[src/rtl/fetch_stage.sv]
// rtl/fetch_stage.sv - LEGv8 instruction-fetch stage with PC, imem handshake, skid buffer and IF/ID register (optional counters: FETCH_PERF_EN)
module fetch_stage #(
   parameter int            N        = 64,
   parameter int            INSTR_W  = 32,
   parameter logic [N-1:0]  RESET_PC = '0
) (
   input  logic                clk,
   input  logic                reset,
   input  logic [N-1:0]        pc_next,
   input  logic                redirect,
   input  logic                stall,
   output logic [N-1:0]        pc,
   output logic [N-1:0]        pc_plus4,
   output logic                imem_req,
   output logic [N-1:0]        imem_addr,
   input  logic                imem_ready,
   input  logic [INSTR_W-1:0]  imem_rdata,
   output logic                if_id_valid,
   output logic [N-1:0]        if_id_pc,
`ifdef FETCH_PERF_EN
   output logic [INSTR_W-1:0]  if_id_instr,
   output logic [31:0]         perf_fetched,
   output logic [31:0]         perf_stalls
`else
   output logic [INSTR_W-1:0]  if_id_instr
`endif
);

   typedef enum logic [1:0] {
      BOOT  = 2'd0,
      FETCH = 2'd1,
      HELD  = 2'd2
   } state_t;

   state_t              state;
   state_t              state_next;

   logic [N-1:0]        skid_pc;
   logic [INSTR_W-1:0]  skid_instr;

   logic                complete;
   logic                pc_load;
   logic                skid_load;
   logic                ifid_load;
   logic                ifid_from_skid;
   logic                ifid_bubble;

   assign pc_plus4  = pc + N'(4);
   assign imem_addr = pc;
   assign complete  = imem_req & imem_ready;

   // State register
   always_ff @(posedge clk) begin
      if (reset) begin
         state <= BOOT;
      end else begin
         state <= state_next;
      end
   end

   // Next-state and datapath control; redirect overrides everything below it
   always_comb begin
      state_next     = state;
      imem_req       = 1'b0;
      pc_load        = 1'b0;
      skid_load      = 1'b0;
      ifid_load      = 1'b0;
      ifid_from_skid = 1'b0;
      ifid_bubble    = 1'b0;

      case (state)
         BOOT: begin
            state_next  = FETCH;
            ifid_bubble = ~stall;
         end
         FETCH: begin
            imem_req = 1'b1;
            if (imem_ready) begin
               if (!stall) begin
                  ifid_load = 1'b1;
                  pc_load   = 1'b1;
               end else begin
                  skid_load  = 1'b1;
                  state_next = HELD;
               end
            end else begin
               ifid_bubble = ~stall;
            end
         end
         HELD: begin
            if (!stall) begin
               ifid_load      = 1'b1;
               ifid_from_skid = 1'b1;
               pc_load        = 1'b1;
               state_next     = FETCH;
            end
         end
         default: begin
            state_next = BOOT;
         end
      endcase

      if (redirect) begin
         pc_load     = 1'b1;
         skid_load   = 1'b0;
         ifid_load   = 1'b0;
         ifid_bubble = 1'b1;
         state_next  = FETCH;
      end
   end

   // PC, skid buffer and IF/ID register
   always_ff @(posedge clk) begin
      if (reset) begin
         pc          <= RESET_PC;
         skid_pc     <= '0;
         skid_instr  <= '0;
         if_id_valid <= 1'b0;
         if_id_pc    <= '0;
         if_id_instr <= '0;
      end else begin
         if (pc_load) begin
            pc <= pc_next;
         end
         if (skid_load) begin
            skid_pc    <= pc;
            skid_instr <= imem_rdata;
         end
         if (ifid_load) begin
            if_id_valid <= 1'b1;
            if_id_pc    <= ifid_from_skid ? skid_pc : pc;
            if_id_instr <= ifid_from_skid ? skid_instr : imem_rdata;
         end else if (ifid_bubble) begin
            if_id_valid <= 1'b0;
         end
      end
   end

`ifdef FETCH_PERF_EN
   // Delivered-word and stall-cycle counters, free-running with wrap
   always_ff @(posedge clk) begin
      if (reset) begin
         perf_fetched <= '0;
         perf_stalls  <= '0;
      end else begin
         if (ifid_load) begin
            perf_fetched <= perf_fetched + 32'd1;
         end
         if (stall && !redirect) begin
            perf_stalls <= perf_stalls + 32'd1;
         end
      end
   end
`endif

   // A completion with the complete flag unused in some builds is still part of the handshake
   logic unused_complete;
   assign unused_complete = complete;

endmodule
[config.mk]
export PLATFORM = sky130hd
export DESIGN_NAME = fetch_stage
export DESIGN_NICKNAME = d
export VERILOG_FILES = /design/src/rtl/fetch_stage.sv
export SDC_FILE = /design/constraint.sdc
export NUM_CORES = 1
export LEC_CHECK = 0
export ABC_AREA = 1
export CAP_MARGIN = 20
export CORE_ASPECT_RATIO = 0.9
export CORE_MARGIN = 2
export CORE_UTILIZATION = 40
export CTS_CLUSTER_SIZE = 30
export DETAILED_ROUTE_END_ITERATION = 7
export PLACE_DENSITY = 0.79
export SLEW_MARGIN = 20
export SYNTH_ARGS = -nofsm -noshare
export SYNTH_HDL_FRONTEND = slang
export SYNTH_SLANG_ARGS = --single-unit
[constraint.sdc]
create_clock -name clk -period 2.32 [get_ports clk]
set_input_delay 0.464 -clock clk [delete_from_list [all_inputs] [get_ports clk]]
set_output_delay 0.464 -clock clk [all_outputs]
set_load 0.005 [all_outputs]
==> qor.txt <==
CTS tree: built
Failing checks: setup timing
Portion of the clock cycle consumed by the worst path in the final layout: 1.13
Tot Pwr: 11400 uW
Routed wire length per instance: 18.9 microns
Residual DRC: 0
Hold slack: 0.373 ns
Pre-CTS setup slack: -0.217 ns
TritonCTS buffer count: 30
Final Core Density: 0.656
Syn Nets: 2071
Starting Density: 0.408
Critical path capture point type: primary output
Critical path cell sequence: buf_8, inv_4, nor2_4, nand2_4, buf_6, nor2_4, nand2_4, o21ai_1, nand2_1, buf_6
Fraction of the mapped netlist area in compound gates: 0.154
Remaining Overflow, GRT: 0
Die Wd: 195 microns
Netlist cell types: 24
Result of the run: finished with violations
Signed area change from the synthesized netlist to the final layout: 60.8%
Latest clock arrival within the worst-skew pair: 0.57 ns
Placer congestion estimate: 0.957
Share of the yosys chip area belonging to registers: 0.396
Simple-Gate Fraction of Synth Area: 0.304
Arithmetic-cell share of the synthesized area counting full adders, half adders and majority gates: 0.00477
Total placed instance area: 0.0179 sq mm
Classification of the worst-slack hold path: in2reg
Combined buffer and inverter count along the critical path: 4
Worst EP arrival: 2.15 ns
# Max-Cap Violations: 0
Htree depth: 1
Die Area: 0.0342 sq mm
Number of flops mapped to enable cells by yosys: 0
Post-synth design cell area: 0.0131 sq mm
Hold-fix buffers at CTS: 0
Number of buffers inserted by port buffering: 390
Peak fanout along the critical path: 4
Setup repair after global routing missed its margin: yes
Total number of vias: 15337
Cell type contributing the most total cell area after synthesis: dfxtp_1
Maximum number of pins on one net before global-route repair: 67
Synth Warn #: 0
FMAX: 383 MHz
Total power per unit cell area: 539 mW/mm^2
Combinational family with the most area after synthesis: simple AND/OR/NAND/NOR gates
Area of combinational cells with multiple inputs: 0.00776 sq mm
Final period demand of the worst path: 2.61 ns
Number of core rows: 62
Worst clock skew on the final layout: 0.0219 ns
Fillers: 2618
Post-synth ARST share: 0
Post-DP HPWL: 36700 microns
Ports: 391
Final-report max-slew violation count: 0
Clock root cell: clkbuf_16
Residual antenna-violating net count after detailed routing: 0
Clock input transition at the sequential cells of the worst setup and hold paths: 0.06 ns
Final instance area: 0.0211 sq mm
Max IR drop VDD: 538 uV
Clock sink count: 259
Number of instances in the synthesized netlist: 1965
Synthesized area per cell: 6.67 sq um
Total count of hold-check failures in the final report: 0
Layout cells sized above 1: 0.274
Mux contribution to synthesized area: 0
Top flip-flop cell by instance count after synthesis: dfxtp_1
Dominant delay contributor by cell family on the critical path: simple AND/OR/NAND/NOR gates
Transition time at the pin with the least slew margin: 0.774 ns
Total length of routed wires: 54400 microns
Number of setup violations in the final report: 54
Slowest CP cell: dfxtp_4
Max-slew headroom: 0.484
Area share of the leading cell type in the synthesized netlist: 0.396
Number of optimization iterations in the first detailed-route pass: 5
CP Launch Type: flop
Vias in the first global route: 14468
Total of flip-flops plus latches after synthesis: 259
Wire length of the first global-routing pass: 81000 microns
Highest cell delay on the worst timing path: 0.37 ns
Die H: 176 microns
Static leakage: 0.00893 uW
Xor/xnor cell area share of the yosys netlist: 0.0207
Setup Crit Path Kind: reg2out
Req. time, crit path: 1.86 ns
Fin nets: 2539
Floorplan Core Area: 0.0321 sq mm
Register Area: 0.00534 sq mm
Cells taking the most area after synthesis: dfxtp_1 (40%), nand2_1 (13%), a21oi_1 (7.4%)
Number of antenna violations at the first check in global routing: 0
GRT Util Overall: 0.295
Clk buf depth: 3
Violation count after the first detailed-routing iteration: 1304
Smallest setup slack after layout: -0.292 ns
Routed vias/inst: 5.34
-- area by class of cell --
class | instances | share of cell area
multi-input cells | 1370 | 0.368
repair buffers | 624 | 0.280
clock buffers | 44 | 0.0420
diodes | 1 | 0.000119
well taps | 416 | 0.0247
flip-flops and latches | 259 | 0.253
inverters | 148 | 0.0270
clock inverters | 11 | 0.00439
-- where the power goes --
group / internal, uW / switching (uW)
Clock: 2740 / 1960
Sequential: 4610 / 163
Combinational: 940 / 931
Total: 8300 / 3060
-- sequential cells by signal (all words and copies together) (netlist names) --
name         flops
if_id_valid      1
skid_instr      32
if_id_pc        64
if_id_instr     32
state            2
imem_addr       64
skid_pc         64
-- cells in the mapped netlist (13+ instances only) --
cell type,instances
buf_4,73
nand2_2,14
dfxtp_1,259
nand3_1,177
clkbuf_1,60
o21ai_0,191
xnor2_1,20
inv_1,143
buf_2,46
nor2_1,241
o21ai_1,18
nand2_1,452
nand4_1,13
nor2_2,16
a21oi_1,193
-- layer usage --
metal	vias to the layer above	GRT usage	routed length, microns
li1	7164	-	-
met1	7162	0.369	21200
met2	821	0.504	25700
met3	190	0.0493	4500
met4	0	0.128	2910
met5	-	0	0
-- through the flow --
step / TNS [ns] / cells
2_1_floorplan: 0 / 1965
3_3_place_gp: -4.01 / 2745
3_5_place_dp: -5.02 / 2745
4_1_cts: -6.99 / 2861
5_1_grt: -12.15 / 2872
6_report: -8.23 / 2873
-- worst reg2reg max path, stage by stage, from the launching register on --
cell,delay [ns]
dfxtp_1,0.42
inv_1,0.10
ha_2,0.22
nand3_1,0.10
nand2_1,0.11
nand2_2,0.15
buf_4,0.31
nand3_1,0.13
a21oi_1,0.24
-- path summary, 6_finish.rpt --
path / startpoint / endpoint / slack (ns) / depth (start not counted)
setup / recovery: imem_addr[2]$_SDFFE_PP0P_ / pc_plus4[35] / -0.29 / 10
hold / removal: reset / if_id_pc[54]$_SDFFE_PP0P_ / 0.37 / 4
setup reg to reg: state[1]$_SDFFE_PP0P_ / imem_addr[59]$_SDFFE_PP0P_ / 0.46 / 8
hold reg to reg: if_id_pc[9]$_SDFFE_PP0P_ / if_id_pc[9]$_SDFFE_PP0P_ / 0.44 / 2
-- cell families after synthesis --
family | Yosys count
xor+xnor | 31
buf+inv | 336
flops | 259
simple gates | 932
fa+ha+maj | 5
compound gates | 402
-- what timing repair did --
action	4_1_cts	5_1_grt
pin swaps	133	106
resized for setup	574	164
cloned	0	0
setup buffers	65	18
setup endpoints to repair	61	60
-- cell usage in the layout, fill, tap and decap left out, types with 10 or more instances in the layout --
master	n
a21oi_1	193
buf_12	22
buf_2	42
buf_4	166
buf_6	59
clkbuf_16	31
clkdlybuf4s50_1	326
dfxtp_1	208
dfxtp_2	16
dfxtp_4	35
inv_1	136
nand2_1	357
nand2_2	62
nand2_4	48
nand3_1	164
nand3_2	10
nand4_1	13
nor2_1	169
nor2_2	33
nor2_4	64
o21ai_0	190
o21ai_2	11
xnor2_2	13
No activity file was read; power rests on OpenSTA's default activity.
